===== src/rtl/ysyx_24070016_mem_arbiter.sv =====
// Two-master (IFU/LSU), single-outstanding arbiter in front of one memory port.
// Fixed LSU priority by default; define YSYX_24070016_ARB_RR_EN for round-robin.
module ysyx_24070016_mem_arbiter #(
    parameter int ADDR_W = 32,
    parameter int DATA_W = 32
) (
    input  logic                clk,
    input  logic                rst,
    input  logic                ifu_req_valid,
    output logic                ifu_req_ready,
    input  logic [ADDR_W-1:0]   ifu_addr,
    output logic                ifu_resp_valid,
    output logic [DATA_W-1:0]   ifu_rdata,
    input  logic                lsu_req_valid,
    output logic                lsu_req_ready,
    input  logic [ADDR_W-1:0]   lsu_addr,
    input  logic                lsu_wen,
    input  logic [DATA_W-1:0]   lsu_wdata,
    input  logic [DATA_W/8-1:0] lsu_wmask,
    output logic                lsu_resp_valid,
    output logic [DATA_W-1:0]   lsu_rdata,
    output logic                mem_req_valid,
    input  logic                mem_req_ready,
    output logic [ADDR_W-1:0]   mem_addr,
    output logic                mem_wen,
    output logic [DATA_W-1:0]   mem_wdata,
    output logic [DATA_W/8-1:0] mem_wmask,
    input  logic                mem_resp_valid,
    input  logic [DATA_W-1:0]   mem_rdata
);

    typedef enum logic [1:0] {
        S_IDLE = 2'd0,
        S_REQ  = 2'd1,
        S_WAIT = 2'd2
    } state_e;

    localparam logic OWNER_IFU = 1'b0;
    localparam logic OWNER_LSU = 1'b1;

    state_e                state_q;
    logic                  owner_q;
    logic                  last_owner_q;
    logic                  mem_req_valid_q;
    logic [ADDR_W-1:0]     mem_addr_q;
    logic                  mem_wen_q;
    logic [DATA_W-1:0]     mem_wdata_q;
    logic [DATA_W/8-1:0]   mem_wmask_q;
    logic                  grant_ifu_s;
    logic                  grant_lsu_s;
    logic                  in_idle_s;
    logic                  in_wait_s;

    // Grant selection among the currently valid requesters
    always_comb begin
        grant_ifu_s = 1'b0;
        grant_lsu_s = 1'b0;
        if (ifu_req_valid && lsu_req_valid) begin
`ifdef YSYX_24070016_ARB_RR_EN
            grant_lsu_s = (last_owner_q == OWNER_IFU);
            grant_ifu_s = (last_owner_q == OWNER_LSU);
`else
            grant_lsu_s = 1'b1;
`endif
        end else begin
            grant_ifu_s = ifu_req_valid;
            grant_lsu_s = lsu_req_valid;
        end
    end

    assign in_idle_s     = (state_q == S_IDLE);
    assign in_wait_s     = (state_q == S_WAIT);
    // Gated by rst so no handshake can be offered while reset is held
    assign ifu_req_ready = !rst && in_idle_s && grant_ifu_s;
    assign lsu_req_ready = !rst && in_idle_s && grant_lsu_s;

    assign ifu_resp_valid = in_wait_s && (owner_q == OWNER_IFU) && mem_resp_valid;
    assign lsu_resp_valid = in_wait_s && (owner_q == OWNER_LSU) && mem_resp_valid;
    assign ifu_rdata      = ifu_resp_valid ? mem_rdata : '0;
    assign lsu_rdata      = lsu_resp_valid ? mem_rdata : '0;

    assign mem_req_valid = mem_req_valid_q;
    assign mem_addr      = mem_addr_q;
    assign mem_wen       = mem_wen_q;
    assign mem_wdata     = mem_wdata_q;
    assign mem_wmask     = mem_wmask_q;

    // Transaction FSM with registered downstream request fields
    always_ff @(posedge clk or posedge rst) begin
        if (rst) begin
            state_q         <= S_IDLE;
            owner_q         <= OWNER_IFU;
            last_owner_q    <= OWNER_IFU;
            mem_req_valid_q <= 1'b0;
            mem_addr_q      <= '0;
            mem_wen_q       <= 1'b0;
            mem_wdata_q     <= '0;
            mem_wmask_q     <= '0;
        end else begin
            case (state_q)
                S_IDLE: begin
                    if (grant_lsu_s) begin
                        owner_q         <= OWNER_LSU;
                        last_owner_q    <= OWNER_LSU;
                        mem_addr_q      <= lsu_addr;
                        mem_wen_q       <= lsu_wen;
                        mem_wdata_q     <= lsu_wdata;
                        mem_wmask_q     <= lsu_wmask;
                        mem_req_valid_q <= 1'b1;
                        state_q         <= S_REQ;
                    end else if (grant_ifu_s) begin
                        owner_q         <= OWNER_IFU;
                        last_owner_q    <= OWNER_IFU;
                        mem_addr_q      <= ifu_addr;
                        mem_wen_q       <= 1'b0;
                        mem_wdata_q     <= '0;
                        mem_wmask_q     <= '0;
                        mem_req_valid_q <= 1'b1;
                        state_q         <= S_REQ;
                    end else begin
                        state_q <= S_IDLE;
                    end
                end
                S_REQ: begin
                    if (mem_req_ready) begin
                        mem_req_valid_q <= 1'b0;
                        state_q         <= S_WAIT;
                    end else begin
                        state_q <= S_REQ;
                    end
                end
                S_WAIT: begin
                    if (mem_resp_valid) begin
                        state_q <= S_IDLE;
                    end else begin
                        state_q <= S_WAIT;
                    end
                end
                default: begin
                    mem_req_valid_q <= 1'b0;
                    state_q         <= S_IDLE;
                end
            endcase
        end
    end

endmodule



===== config.mk =====
export PLATFORM = sky130hd
export DESIGN_NAME = ysyx_24070016_mem_arbiter
export DESIGN_NICKNAME = d
export VERILOG_FILES = /design/src/rtl/ysyx_24070016_mem_arbiter.sv
export SDC_FILE = /design/constraint.sdc
export NUM_CORES = 1
export LEC_CHECK = 0
export CORE_MARGIN = 8
export CORE_UTILIZATION = 37
export CTS_BUF_LIST = sky130_fd_sc_hd__clkbuf_8
export CTS_CLUSTER_DIAMETER = 60
export DETAILED_ROUTE_END_ITERATION = 12
export PLACE_DENSITY_LB_ADDON = 0.2
export SLEW_MARGIN = 20
export SYNTH_ARGS = -nofsm -noshare
export SYNTH_HDL_FRONTEND = slang
export SYNTH_SLANG_ARGS = --single-unit

===== constraint.sdc =====
create_clock -name clk -period 7.6 [get_ports clk]
set_clock_uncertainty 0.1 [all_clocks]
set_input_delay 1.9 -clock clk [delete_from_list [all_inputs] [get_ports clk]]
set_output_delay 1.9 -clock clk [all_outputs]
set_load 0.1 [all_outputs]

# After elaboration in Yosys (flattened, before gate mapping)
# Index checks and enable logic that the tools add are counted.
[totals]
input_bits = 139
elab_cells = 48
reg_bits = 73
out_inout_bits = 138
[op_classes]
muxes = 22
n_reduce_logical = 13
n_eq_ne = 4
bitwise_logic = 2
[ops]
columns = ["operator", "n"]
rows = [
  ["2-to-1 mux 32 bit", 6],
  ["2-to-1 mux 1 bit", 10],
  ["logical AND 1 bit", 8],
  ["2-to-1 mux 4 bit", 2],
  ["one-hot mux 2 bit (3 select lines)", 1],
  ["2-to-1 mux 2 bit", 2],
  ["!= test 3 bit (second input constant)", 1],
  ["one-hot mux 1 bit (3 select lines)", 1],
  ["AND reduction 3 bit", 1],
  ["equality test 2 x 1 -> 1 bit (second input constant)", 1],
  ["equality test 2 bit (second input constant)", 1],
  ["logical NOT 2 bit", 1],
  ["!= test 2 bit (second input constant)", 1],
  ["inverter 1 bit", 2],
  ["AND reduction 2 bit", 1],
  ["nonzero test 2 bit", 1],
  ["logical NOT 1 bit", 1],
]

# Logic depth before layout (Yosys ltp)
# Gate-level depths: netlist of the first run.
[logic_depth]
word_depth = 5
depth_mapped = 5
depth_no_buf = 3

# Worst setup path after synthesis of the first run
# OpenSTA, ideal clock, no wires.
[synth_timing]
kind = "input -> output"
start = "input port rst"
end = "output port lsu_req_ready"
setup_slack_ns = 1.172
path_buffers = 0
t_required_ns = 5.600
path_stages = 2
t_arrival_ns = 4.428
cell_sequence = "inv_1 and3_1"
[synth_between]
elab_chain_cells = 3
[synth_rtl]
columns = ["element", "line_no", "source"]
rows = [
  ["start: declaration", "8", "input logic rst,"],
  ["logical NOT 1 bit (no source line)", "-", ""],
  ["logical AND 1 bit (2 in series)", "75", "assign lsu_req_ready = !rst && in_idle_s && grant_lsu_s;"],
  ["end: declaration", "15", "output logic lsu_req_ready,"],
]
# No other way between the ends.

# Worst setup path after layout of the first run
[layout_timing]
start = "input port mem_resp_valid"
end = "output port lsu_resp_valid"
[layout_between]
elab_chain_cells = 1
[layout_rtl]
columns = ["element", "line_no", "source"]
rows = [
  ["start: declaration", "28", "input logic mem_resp_valid,"],
  ["logical AND 1 bit", "78", "assign lsu_resp_valid = in_wait_s && (owner_q == OWNER_LSU) && mem_resp_valid;"],
  ["end: declaration", "20", "output logic lsu_resp_valid,"],
]
# No other way between the ends.

==> impl_metrics.env, run 1 <==
export IMPL_outcome="completed"
export IMPL_mostFrequentLayoutCell="clkdlybuf4s50_1"
export IMPL_clock_tree_root_cell="clkbuf_8"
export IMPL_synth_cells=277
export IMPL_synth_distinct_cells=22
export IMPL_diodes=0
export IMPL_setup_tns_ps=0
export IMPL_routed_wirelength_mm=13.4
export IMPL_htree_levels=3
export IMPL_cap_violations=0
export IMPL_final_cell_mix="209 x clkdlybuf4s50_1, 73 x dfrtp_1, 71 x buf_4, 65 x and2_1, 59 x mux2_2"
export IMPL_rsz0062_at_grt="false"
export IMPL_drive_gt1_share_pct=27.2
export IMPL_vias=3190
export IMPL_port_buffers=276
export IMPL_cts_tree="built"
export IMPL_finalCritPeriodShare_pct=79.3
export IMPL_via_per_inst=4.68
export IMPL_cts_setup_buffers=0
export IMPL_initial_core_util_pct=38.2
export IMPL_nets=687
export IMPL_max_freq_mhz=166
export IMPL_crit_arrival_ps=4030
export IMPL_crit_type="in2out"
export IMPL_die_y_um=114
export IMPL_coreArea_sq_um=9280
export IMPL_hold_violations=0
export IMPL_max_slew_margin_pct=30.6
export IMPL_grt_overflow_total=0
export IMPL_crit_path_max_incr_delay_ps=1180
export IMPL_drv_slew=0
export IMPL_grt_antenna_before_repair=0
export IMPL_gp_congestion=0.861
export IMPL_synth_avg_cell_area_sq_um=12.8
export IMPL_syn_to_final_growth_pct=81.1
export IMPL_routedWlPerCell_um=19.6
export IMPL_synth_top_area_share_pct=51.5
export IMPL_hold_buffers=0
export IMPL_ctsLongestPathBuffers=2
export IMPL_rows=35
export IMPL_crit_family="buffers and inverters"
export IMPL_postSynthNetCount=416
export IMPL_ys_ff_latch=73
export IMPL_grt_max_degree=74
export IMPL_grt_pass1_vias=3487
export IMPL_ios=277
export IMPL_drt_pass1_iter_count=3
export IMPL_ant_nets=0
export IMPL_drt_initial_drc_count=122
export IMPL_path_max_fanout=33
export IMPL_worst_slew_pin_slew_ps=1040
export IMPL_setup_violations=0
export IMPL_cts_resized=0
export IMPL_cp_end_kind="output port"
export IMPL_dieArea_sq_um=13000
export IMPL_clkLatencyLatePin_ps=330
export IMPL_period_minus_slack_ps=6030
export IMPL_grt_pass1_wl_mm=19.7
export IMPL_critPathRequiredTime_ps=5600
export IMPL_dp_hpwl_mm=10.9
export IMPL_ys_warn_count=0
export IMPL_startpoint_type="primary input"
export IMPL_synth_area_top_cells="dfrtp_1 51%, mux2_2 19%, and2_1 11%"
export IMPL_syn_area_sq_um=3550
export IMPL_remaining_drc_errors=0
export IMPL_cp_slowest_cell="clkdlybuf4s50_1"
export IMPL_hp_class="reg2reg"
export IMPL_cts_sinks=73
export IMPL_path_cells="clkdlybuf4s50_1 > and4b_1 > buf_4 > clkdlybuf4s50_1"
export IMPL_yosys_area_top_type="dfrtp_1"
export IMPL_clk_pin_slew_ps=80
export IMPL_grt_usage_pct=19.6
export IMPL_path_common_cell="clkdlybuf4s50_1"
export IMPL_die_x_um=114
export IMPL_numCtsBuffers=9
export IMPL_cp_num_buf_inv=3
export IMPL_seq_area_frac_synth_pct=51.5
worst reg2reg max path, cell delays in order, from the launching register on:
cell	delay, ps
dfrtp_1	450
nor2_4	90
o21ai_4	360
buf_4	540
mux2_2	400
final cells by class:
class                   count  area (sq um)
fillers                   732          2860
repair buffers            281          2630
multi-input cells         181          1560
clock inverters             6           115
flip-flops and latches     73          1830
inverters                   2          7.51
well taps                 129           161
clock buffers               9           124
cells by family after synthesis:
logic type / synth area share (%)
buffers and inverters: 4.51
and+or+nand+nor: 13.4
DFF: 51.5
muxes: 20.3
AOI/OAI and AO/OA: 10.3
per-layer routing:
metal | vias up | global-route usage [%] | routed length, um
li1 | 1513 | - | -
met4 | 0 | 6.83 | 252
met2 | 159 | 35.9 | 7000
met3 | 16 | 8.35 | 1320
met1 | 1502 | 19.4 | 4780
met5 | - | 0 | 0
registers in the layout (all words and copies together), names as in the netlist:
name,flops
mem_addr,32
mem_req_valid,1
mem_wdata,32
mem_wen,1
mem_wmask,4
owner_q,1
state_q,2
cells in the mapped netlist:
| library cell | n |
|---|---|
| a21o_1 | 1 |
| a22o_1 | 37 |
| and2_1 | 65 |
| and3_1 | 2 |
| and4b_1 | 1 |
| buf_2 | 6 |
| buf_4 | 3 |
| buf_6 | 7 |
| clkbuf_1 | 3 |
| clkbuf_2 | 2 |
| dfrtp_1 | 73 |
| inv_1 | 2 |
| mux2_1 | 5 |
| mux2_2 | 59 |
| nand2_1 | 2 |
| nand2b_1 | 2 |
| nor2_1 | 1 |
| nor2_4 | 1 |
| nor3b_2 | 1 |
| o21ai_0 | 2 |
| o21ai_4 | 1 |
| o22ai_1 | 1 |
metrics by stage:
stage	instances	hold slack, ps	setup slack [ps]	utilization [%]	cell area [sq um]
final	681	382	1570	69.2	6430
after global routing	681	416	1500	69.2	6430
after CTS	681	391	1570	69.2	6430
after detailed placement	666	374	1570	66.6	6190
after global placement	666	361	1580	66.6	6190
after floorplan	277	385	1170	-	3550
path summary, 6_finish.rpt:
kind                            depth (start not counted)      startpoint  slack (ps)        endpoint
worst max-delay path                                    4  mem_resp_valid        1570  lsu_resp_valid
worst min-delay path                                    2   mem_req_valid         380   mem_req_valid
worst max register to register                          4      state_q[0]        5530    mem_addr[24]
worst min register to register                          2   mem_req_valid         380   mem_req_valid
max in group asynchronous                               3             rst        4700    mem_addr[18]
min in group asynchronous                               3             rst        2100     mem_addr[6]
Power of run 1 is left out: the tool's default activity adds up to more than one toggle a clock period on the data nets, which glitch-free logic cannot reach.
==> run 2: changes to the inputs <==
--- a/config.mk
+++ b/config.mk
@@ -6,7 +6,7 @@
 export NUM_CORES = 1
 export LEC_CHECK = 0
 export CORE_MARGIN = 8
-export CORE_UTILIZATION = 37
+export CORE_UTILIZATION = 31
 export CTS_BUF_LIST = sky130_fd_sc_hd__clkbuf_8
 export CTS_CLUSTER_DIAMETER = 60
 export DETAILED_ROUTE_END_ITERATION = 12
==> constraint.sdc (replaced) <==
create_clock -name clk -period 5.2 [get_ports clk]
set_clock_uncertainty 0.1 [all_clocks]
set_input_delay 1.3 -clock clk [delete_from_list [all_inputs] [get_ports clk]]
set_output_delay 1.3 -clock clk [all_outputs]
set_load 0.1 [all_outputs]
==> run 2 against run 1 <==
Cell area grew 13%. Setup slack lost 810 ps. Utilization shrank 4.8 points. Die area grew 17%. Global-route usage shrank 2.0 points. Sequential share of layout area shrank 3.3 points. Critical path type unchanged. Critical endpoint is now lsu_rdata[10].
==> impl_metrics.env, run 2 (synthesis results as in run 1) <==
export IMPL_diodes=0
export IMPL_critPathRequiredTime_ps=3800
export IMPL_hold_buffers=0
export IMPL_worst_slew_pin_slew_ps=1020
export IMPL_coreArea_sq_um=11300
export IMPL_period_minus_slack_ps=4440
export IMPL_startpoint_type="primary input"
export IMPL_cap_violations=0
export IMPL_routedWlPerCell_um=19.9
export IMPL_nets=686
export IMPL_fillers=904
export IMPL_outcome="completed"
export IMPL_ios=277
export IMPL_r2r_worst_path_cells=4
export IMPL_initial_core_util_pct=31.5
export IMPL_hold_violations=0
export IMPL_cts_resized=0
export IMPL_cts_setup_buffers=0
export IMPL_rows=39
export IMPL_clkLatencyLatePin_ps=330
export IMPL_dpl_cell_count=679
export IMPL_setup_worst_path_end="lsu_rdata[10]"
export IMPL_path_cells="clkdlybuf4s50_1 > and4b_1 > and2_1 > buf_12"
export IMPL_clock_tree_root_cell="clkbuf_8"
export IMPL_setup_violations=0
export IMPL_grt_pass1_wl_mm=20.4
export IMPL_final_cell_mix="207 x clkdlybuf4s50_1, 73 x dfrtp_1, 67 x buf_12, 65 x and2_1, 59 x mux2_2"
export IMPL_path_max_fanout=33
export IMPL_grt_pass1_vias=3513
export IMPL_crit_family="simple AND/OR/NAND/NOR gates"
export IMPL_routed_wirelength_mm=13.8
export IMPL_timing_rr_end="mem_addr[12]"
export IMPL_cts_sinks=73
export IMPL_finalNonFillerCells=694
export IMPL_vias=3232
export IMPL_setup_worst_path_start="mem_resp_valid"
export IMPL_cp_end_kind="output port"
export IMPL_cp_num_buf_inv=2
export IMPL_numCtsBuffers=9
export IMPL_syn_to_final_growth_pct=105
export IMPL_drt_pass1_iter_count=4
export IMPL_crit_type="in2out"
export IMPL_cts_tree="built"
export IMPL_gp_congestion=0.800
export IMPL_max_freq_mhz=225
export IMPL_drt_initial_drc_count=79
export IMPL_regArea_sq_um=1830
export IMPL_cp_slowest_cell="and4b_1"
export IMPL_finalCritPeriodShare_pct=85.3
export IMPL_clk_pin_slew_ps=70
export IMPL_crit_path_max_incr_delay_ps=750
export IMPL_mostFrequentLayoutCell="clkdlybuf4s50_1"
export IMPL_port_buffers=276
export IMPL_crit_arrival_ps=3040
export IMPL_die_y_um=123
export IMPL_r2r_start="state_q[1]"
export IMPL_grt_max_degree=74
export IMPL_hp_class="reg2reg"
export IMPL_die_x_um=123
export IMPL_grt_overflow_total=0
export IMPL_multi_input_area_sq_um=1560
export IMPL_regToRegSetupSlack_ps=3430
export IMPL_grt_usage_pct=17.6
export IMPL_setup_tns_ps=0
export IMPL_remaining_drc_errors=0
export IMPL_max_slew_margin_pct=31.5
export IMPL_rsz0062_at_grt="false"
export IMPL_ctsLongestPathBuffers=2
export IMPL_htree_levels=3
export IMPL_grt_antenna_before_repair=0
export IMPL_via_per_inst=4.66
export IMPL_dieArea_sq_um=15100
export IMPL_cp_depth=4
export IMPL_ant_nets=0
export IMPL_drive_gt1_share_pct=27.4
export IMPL_dp_hpwl_mm=11.4
export IMPL_drv_slew=0
==> run 2: how the worst min path moves through the flow <==
| stage | start | end | slack [ps] | cells past startpoint |
|---|---|---|---|---|
| floorplan | owner_q | owner_q | 390 | 1 |
| global placement | mem_req_valid | mem_req_valid | 360 | 2 |
| detailed placement | mem_addr[27] | mem_addr[27] | 380 | 1 |
| CTS | mem_addr[27] | mem_addr[27] | 400 | 1 |
| global route | mem_addr[27] | mem_addr[27] | 410 | 1 |
| finish | mem_req_valid | mem_req_valid | 390 | 2 |
==> run 2: layout make-up <==
class                           instances  area share (%)
Tap cell                              143            2.46
Timing Repair Buffer                  280            47.6
Inverter                                2           0.155
Multi-Input combinational cell        181            21.5
Clock inverter                          4            1.05
Sequential cell                        73            25.2
Clock buffer                           11            2.08
==> run 2: worst min-delay path: cells and delay by family, from the launching register on <==
kind	cells	cell delay, ps
simple gates	2	110
flops	1	350
==> run 2: layer usage <==
metal,part of all wire [%],GRT usage (%),vias up
li1,-,-,1515
met1,37,18.9,1545
met2,51,31.7,165
met3,12,7.21,7
met4,0.70,3.84,0
met5,0,0,-
==> run 2: stage by stage <==
stage | area (sq um) | utilization [%] | setup WS [ps] | hold slack, ps
after CTS | 7260 | 64.4 | 738 | 398
after floorplan | 3550 | - | 656 | 385
after global routing | 7260 | 64.4 | 579 | 410
final | 7260 | 64.4 | 763 | 386
after global placement | 7030 | 62.4 | 862 | 363
after detailed placement | 7030 | 62.4 | 743 | 380
Power of run 2 is left out for the same reason.
